File: src/rtl/ccip_poll_scheduler.sv
// ---------------------------------------------------------------------------
// ccip_poll_scheduler
//
// Decides when a CCI-P c0 poll read may issue and which flow it targets.
// Flows that are disabled or beyond number_of_flows are skipped, a runtime
// divider inserts idle cycles between polls, and an outstanding counter caps
// the number of poll reads in flight. Dropping start drains in-flight reads
// before returning to IDLE.
//
// Parameters:
//   LMAX_NUM_OF_FLOWS  log2 of the flow table size
//   MAX_OUTSTANDING    maximum poll reads in flight (1..255)
//   CNT_W              width of the outstanding counter (derived)
//
// Ports:
//   clk               clock
//   reset             synchronous, active-high reset
//   start             enables scheduling; deassertion begins drain
//   number_of_flows   flows in use, ids 0..number_of_flows-1 (0 = none)
//   flow_enable_mask  per-flow enable; bits >= number_of_flows ignored
//   polling_rate      idle cycles inserted between polls
//   tx_alm_full       c0 TX almost-full, blocks issue
//   rsp_valid         one poll response returned this cycle
//   poll_valid        one-cycle poll request strobe
//   poll_flow_id      flow to poll (valid with poll_valid)
//   outstanding       poll reads in flight
//   idle              1 while the FSM is in IDLE
//   rsp_underflow     sticky: response seen while outstanding was 0
// ---------------------------------------------------------------------------
module ccip_poll_scheduler #(
   parameter int LMAX_NUM_OF_FLOWS = 1,
   parameter int MAX_OUTSTANDING   = 16,
   parameter int CNT_W             = $clog2(MAX_OUTSTANDING + 1)
) (
   input  logic                              clk,
   input  logic                              reset,
   input  logic                              start,
   input  logic [LMAX_NUM_OF_FLOWS-1:0]      number_of_flows,
   input  logic [(2**LMAX_NUM_OF_FLOWS)-1:0] flow_enable_mask,
   input  logic [7:0]                        polling_rate,
   input  logic                              tx_alm_full,
   input  logic                              rsp_valid,
   output logic                              poll_valid,
   output logic [LMAX_NUM_OF_FLOWS-1:0]      poll_flow_id,
   output logic [CNT_W-1:0]                  outstanding,
   output logic                              idle,
   output logic                              rsp_underflow
);

   localparam int IDW       = LMAX_NUM_OF_FLOWS;
   localparam int NUM_SLOTS = 2**LMAX_NUM_OF_FLOWS;
   localparam logic [CNT_W-1:0] MAX_CNT = CNT_W'(MAX_OUTSTANDING);

   typedef enum logic [1:0] {
      S_IDLE,
      S_WAIT_RATE,
      S_ISSUE,
      S_DRAIN
   } state_t;

   state_t                 state_q, state_d;
   logic [IDW-1:0]         cursor_q, cursor_d;
   logic [7:0]             div_cnt_q, div_cnt_d;
   logic                   poll_valid_q, poll_valid_d;
   logic [IDW-1:0]         poll_flow_id_q, poll_flow_id_d;
   logic [CNT_W-1:0]       outstanding_q, outstanding_d;
   logic                   idle_q, idle_d;
   logic                   rsp_underflow_q, rsp_underflow_d;

   logic [NUM_SLOTS-1:0]   eligible;
   logic [IDW-1:0]         cursor_eff;
   logic [IDW-1:0]         scan_idx;
   logic                   sel_found;
   logic [IDW-1:0]         sel_id;
   logic [IDW:0]           sel_plus1;
   logic [IDW-1:0]         cursor_next;
   logic                   issue_stall;
   logic                   issue_fire;
   state_t                 stop_target;

   // Flow selection: rotate the eligible set so the cursor sits at bit 0 and
   // take the first set bit. Ineligible slots above number_of_flows are zero,
   // so wrapping over the whole table is the same as wrapping at
   // number_of_flows-1. A stale cursor past the flow count restarts at 0.
   always_comb begin
      eligible   = '0;
      cursor_eff = '0;
      scan_idx   = '0;
      sel_found  = 1'b0;
      sel_id     = '0;
      for (int i = 0; i < NUM_SLOTS; i++) begin
         eligible[i] = flow_enable_mask[i] && (IDW'(i) < number_of_flows);
      end
      cursor_eff = (cursor_q >= number_of_flows) ? '0 : cursor_q;
      for (int k = 0; k < NUM_SLOTS; k++) begin
         scan_idx = cursor_eff + IDW'(k);
         if (!sel_found && eligible[scan_idx]) begin
            sel_found = 1'b1;
            sel_id    = scan_idx;
         end
      end
   end

   // Cursor after a poll points just past the selected flow, wrapping to 0
   // after the last flow in use. Computed one bit wider so selection+1 can
   // be compared against number_of_flows without overflow.
   always_comb begin
      sel_plus1   = {1'b0, sel_id} + (IDW + 1)'(1);
      cursor_next = (sel_plus1 == {1'b0, number_of_flows}) ? '0 : sel_plus1[IDW-1:0];
   end

   // A poll fires only from ISSUE with start still high, something eligible,
   // and neither TX back-pressure nor a full in-flight window.
   always_comb begin
      issue_stall = tx_alm_full || (outstanding_q == MAX_CNT);
      issue_fire  = (state_q == S_ISSUE) && start && sel_found && !issue_stall;
      stop_target = (outstanding_q != '0) ? S_DRAIN : S_IDLE;
   end

   // Scheduling FSM: IDLE waits for start, WAIT_RATE burns polling_rate+1
   // cycles, ISSUE emits at most one poll, DRAIN waits for in-flight reads
   // to come back after start drops.
   always_comb begin
      state_d        = state_q;
      cursor_d       = cursor_q;
      div_cnt_d      = div_cnt_q;
      poll_valid_d   = 1'b0;
      poll_flow_id_d = poll_flow_id_q;
      case (state_q)
         S_IDLE: begin
            cursor_d = '0;
            if (start) begin
               state_d   = S_WAIT_RATE;
               div_cnt_d = '0;
            end
         end
         S_WAIT_RATE: begin
            if (!start) begin
               state_d   = stop_target;
               div_cnt_d = '0;
            end else if (div_cnt_q == polling_rate) begin
               state_d   = S_ISSUE;
               div_cnt_d = '0;
            end else begin
               div_cnt_d = div_cnt_q + 8'd1;
            end
         end
         S_ISSUE: begin
            if (!start) begin
               state_d = stop_target;
            end else if (!sel_found) begin
               state_d   = S_WAIT_RATE;
               div_cnt_d = '0;
            end else if (issue_fire) begin
               poll_valid_d   = 1'b1;
               poll_flow_id_d = sel_id;
               cursor_d       = cursor_next;
               state_d        = S_WAIT_RATE;
               div_cnt_d      = '0;
            end
         end
         S_DRAIN: begin
            cursor_d = '0;
            if (outstanding_q == '0) begin
               state_d = S_IDLE;
            end
         end
         default: begin
            state_d  = S_IDLE;
            cursor_d = '0;
         end
      endcase
      idle_d = (state_d == S_IDLE);
   end

   // In-flight accounting runs in every state. An issue and a response in the
   // same cycle cancel; a response with nothing in flight leaves the counter
   // at 0 and latches the sticky underflow flag.
   always_comb begin
      outstanding_d   = outstanding_q;
      rsp_underflow_d = rsp_underflow_q;
      if (rsp_valid && (outstanding_q == '0)) begin
         rsp_underflow_d = 1'b1;
      end
      if (issue_fire && !rsp_valid) begin
         outstanding_d = outstanding_q + CNT_W'(1);
      end else if (rsp_valid && !issue_fire && (outstanding_q != '0)) begin
         outstanding_d = outstanding_q - CNT_W'(1);
      end
   end

   // State and output registers; reset discards any in-flight accounting.
   always_ff @(posedge clk) begin
      if (reset) begin
         state_q         <= S_IDLE;
         cursor_q        <= '0;
         div_cnt_q       <= '0;
         poll_valid_q    <= 1'b0;
         poll_flow_id_q  <= '0;
         outstanding_q   <= '0;
         idle_q          <= 1'b1;
         rsp_underflow_q <= 1'b0;
      end else begin
         state_q         <= state_d;
         cursor_q        <= cursor_d;
         div_cnt_q       <= div_cnt_d;
         poll_valid_q    <= poll_valid_d;
         poll_flow_id_q  <= poll_flow_id_d;
         outstanding_q   <= outstanding_d;
         idle_q          <= idle_d;
         rsp_underflow_q <= rsp_underflow_d;
      end
   end

   assign poll_valid    = poll_valid_q;
   assign poll_flow_id  = poll_flow_id_q;
   assign outstanding   = outstanding_q;
   assign idle          = idle_q;
   assign rsp_underflow = rsp_underflow_q;

endmodule

File: config.mk
export PLATFORM = sky130hd
export DESIGN_NAME = ccip_poll_scheduler
export DESIGN_NICKNAME = d
export VERILOG_FILES = /design/src/rtl/ccip_poll_scheduler.sv
export SDC_FILE = /design/constraint.sdc
export NUM_CORES = 1
export LEC_CHECK = 0
export CORE_MARGIN = 5
export CORE_UTILIZATION = 31
export CTS_BUF_LIST = sky130_fd_sc_hd__clkbuf_4
export DETAILED_ROUTE_END_ITERATION = 8
export GPL_ROUTABILITY_DRIVEN = 0
export SLEW_MARGIN = 20
export SYNTH_ARGS = -nofsm -noshare
export SYNTH_HDL_FRONTEND = slang
export SYNTH_SLANG_ARGS = --single-unit
File: constraint.sdc
create_clock -name clk -period 6.44 [get_ports clk]
set_input_delay 1.932 -clock clk [delete_from_list [all_inputs] [get_ports clk]]
set_output_delay 1.932 -clock clk [all_outputs]
set_load 0.01 [all_outputs]
==> key figures <==
Clocking
  – CTS Buf Count: 3
  – Clk slew on worst S/H paths: ~0.1 ns
  – CTS tree: done
  – Post-CTS setup buffer count: 0
  – CTS Sinks: 19
  – H-tree levels: 1
  – Max Root-Sink Buffers: 2
  – Root Buffer: clkbuf_4
  – CTS Hold Buffers Added: 0
  – Clock latency on the worst-skew pair: roughly 0.29 ns
  – PostCTS Resize Cnt: 0

Layout
  – Area grow syn2layout: 24.72%
  – Ant diodes: 0
  – Post-Route Utilization: 40.81%
  – Layout fillers: 395
  – Finished Cell Area: between 0.0015 and 0.002 mm²
  – Layout cells sized above 1: 6.135%
  – Layout Nets: 190
  – Finished Layout Cells: approximately 210

Place
  – DP HPWL: between 2000 and 2500 µm
  – Dpl cell area: approximately 0.0015 mm²
  – Worst slack at placement: roughly 1.5 ns
  – Cells after DPL: just over 200
  – PortBufs: 23

Timing
  – Fin crit period: ~4.7 ns
  – Peak Freq: 0.2130 GHz
  – Hold slack: between 0.4 and 0.5 ns
  – Final slew viol count: 0
  – Worst-margin pin slew: ~0.86 ns
  – Period utilisation layout: about 73%
  – Max-slew headroom: between 40% and 50%
  – Fin Setup TNS: 0 ns
  – Unrepaired setup endpoints after global routing: false
  – Worst-case clock skew: approximately 0.0049 ns
  – Setup WS post-layout: ~1.7 ns
  – Final setup viols: 0
  – Final hold vios: 0

Logic synthesis
  – Syn. warnings: 0
  – Top cell type's share of synthesized area: 31.05%
  – Yosys top cell by area: dfxtp_1
  – Sequential area share after synthesis: between 30% and 40%
  – Yosys cell types: 40
  – Most frequent cell after synthesis: dfxtp_1
  – Top post-synthesis cells by count: dfxtp_1 (19), xnor2_1 (15), nor2_1 (11)
  – Synth Flop Type: dfxtp_1
  – Synth area leaders: dfxtp_1 (31%), xnor2_1 (11%), ha_1 (9.2%)
  – Synth Register Bits: 19
  – Fraction of registers with async set/reset: 0%
  – Mapped Nets: 166
  – Mapped Area: around 0.0012 mm²
  – Avg Cell Area, Syn: between 8 and 9 µm²
  – Syn Inst Count: 140
  – EDFF count, synth: 0

Floorplanning
  – Core ar.: between 0.003 and 0.004 mm²
  – Die footprint: 0.005309 mm²
  – Number of cell rows: 22
  – I/O Pins: 25
  – Die W: about 73 µm
  – Initial Util: between 30% and 40%
  – Die height: around 73 µm

GRT
  – Total grt overflow: 0
  – Most heavily used metal layer in global routing: met2
  – Met3 usage: roughly 1.8%
  – Initial antenna violation count: 0
  – Largest net degree at the start of global routing: 12
  – Met1 Track Usage GR: between 10% and 20%
  – Global Route Usage Sum: between 10% and 20%
  – Vias in the first global route: 1003
  – Met2 global-route usage: approximately 17%
  – First-pass GRT wire length: about 4500 µm

Route
  – Mean number of vias per cell: just over 5
  – DRT iter0 DRCs: 45
  – WL/cell: 13.05 µm
  – Via count: roughly 1100
  – Drt first pass iters: 6
  – WL final: 2753 µm
  – DRT antenna net count: 0
  – Number of remaining DRC errors: 0

Setup path
  – Slowest cell on crit path: clkdlybuf4s50_1
  – Reg2Reg Capture Point: outstanding[4]$_SDFFE_PP0P_
  – Crit Path Category: in -> reg
  – Most frequent CP cell: a21o_1
  – Setup crit start kind: input port
  – CP Capture Type: flop
  – Critical Path AT: 4.89 ns
  – R2r startpoint: state_q[0]$_SDFF_PP0_
  – R2R depth: 10
  – WP data required: 6.63 ns
  – Buffers plus inverters on the worst setup path: 1
  – Crit path max-delay family: compound AO/OA/AOI/OAI gates
  – Cells along the critical path: clkdlybuf4s50_1 -> nand4_1 -> a211oi_2 -> nand2_1 -> fa_1 -> a21o_1 -> a21o_1 -> a31oi_1 -> mux2_2
  – Worst R2R Setup Slack: about 3.3 ns
  – Highest cell delay on the worst timing path: roughly 0.63 ns
  – Max FO, Critical Path: 10

Power
  – P_leak: around 0.54 nW
  – Worst vdd ir: between 0.1 and 0.15 mV
  – Power Total: 448.5 µW
  – Power per Cell Area: slightly below 300 mW/mm²

Hold path
  – Hold Path Class: reg -> reg
  – Min-delay src: poll_flow_id$_SDFFE_PP0P_
  – Min-Delay Endpoint: poll_flow_id$_SDFFE_PP0P_
  – Hold Crit Depth: 1

Outcome
  – Status: complete, no violations

Job
  – Maxcap violations: 0
-- flip-flops by register name, summed over array words and instances, names as in the netlist --
register       flops
state_q            2
poll_flow_id       1
poll_valid         1
rsp_underflow      1
outstanding        5
div_cnt_q          8
idle               1
-- final cells by class --
cell class	instances	area, µm²	area share [%]
timing repair buffer	23	230.2	15.07
sequential	19	380.4	24.90
clock buffer	4	30.03	1.966
multi-input combinational	110	800.8	52.42
inverter	7	26.28	1.720
tap	48	60.06	3.931
-- routing by layer --
metal | part of all wire [%] | up-vias | routed length (µm)
li1 | - | 552 | -
met1 | 50 | 511 | 1366
met2 | 46 | 19 | 1270
met3 | 3.6 | 2 | 100
met4 | 0.62 | 0 | 17
met5 | 0 | - | 0
-- how the worst max path moves through the flow --
stage / from / end / slack (ns) / cells after the start
2_1_floorplan: start / outstanding[4]$_SDFFE_PP0P_ / 2.24 / 9
3_3_place_gp: start / outstanding[4]$_SDFFE_PP0P_ / 1.49 / 9
3_5_place_dp: start / outstanding[4]$_SDFFE_PP0P_ / 1.45 / 9
4_1_cts: start / outstanding[4]$_SDFFE_PP0P_ / 1.77 / 9
5_1_grt: start / outstanding[4]$_SDFFE_PP0P_ / 1.62 / 9
6_report: start / outstanding[4]$_SDFFE_PP0P_ / 1.74 / 9
-- report_power, final --
| part | leakage [nW] | switching (mW) | total (mW) | internal [mW] |
|---|---|---|---|---|
| logic | 0.363 | 0.104 | 0.217 | 0.113 |
| registers | 0.155 | 0.0294 | 0.166 | 0.137 |
| clock network | 0.0184 | 0.0368 | 0.0651 | 0.0283 |
-- cell usage in the layout (no fill, tap or decap) --
master / synthesis / final
a21o_1: 3 / 3
a21oi_1: 8 / 8
o21ai_1: 1 / 1
nand3_1: 5 / 5
dfxtp_1: 19 / 19
o211ai_1: 1 / 1
nand4_1: 4 / 4
o211a_1: 1 / 1
o221ai_1: 2 / 2
nor3_1: 1 / 1
or4_1: 2 / 2
a211oi_1: 3 / 3
or4_4: 1 / 1
xnor2_1: 15 / 15
and3_1: 1 / 1
a211oi_2: 1 / 1
a21boi_0: 1 / 1
and2_1: 2 / 2
o21ai_2: 1 / 1
nor4_1: 1 / 1
o31ai_1: 2 / 2
clkbuf_4: 0 / 4
clkdlybuf4s50_1: 0 / 23
fa_1: 1 / 1
nand2_1: 7 / 7
nor2_2: 1 / 1
mux2i_1: 2 / 2
nand2b_1: 2 / 2
inv_1: 7 / 7
o21ai_0: 6 / 6
nor3b_1: 2 / 2
a31oi_1: 5 / 5
mux2_2: 1 / 1
nor2_1: 11 / 11
a41o_1: 1 / 1
mux2i_4: 1 / 1
ha_1: 9 / 9
or3_1: 2 / 2
o32a_1: 1 / 1
nor2b_1: 2 / 2
-- kinds of logic (layout without fill, tap and decap cells) --
group	after synthesis	after routing	synth area share (%)
simple gates	44	44	19.00
mux	4	4	4.392
buf+inv	11	34	3.576
fa+ha+maj	10	10	10.83
compound gates	37	37	20.43
flops	19	19	31.05
xor+xnor	15	15	10.73
No activity file was read; power rests on OpenSTA's default activity.
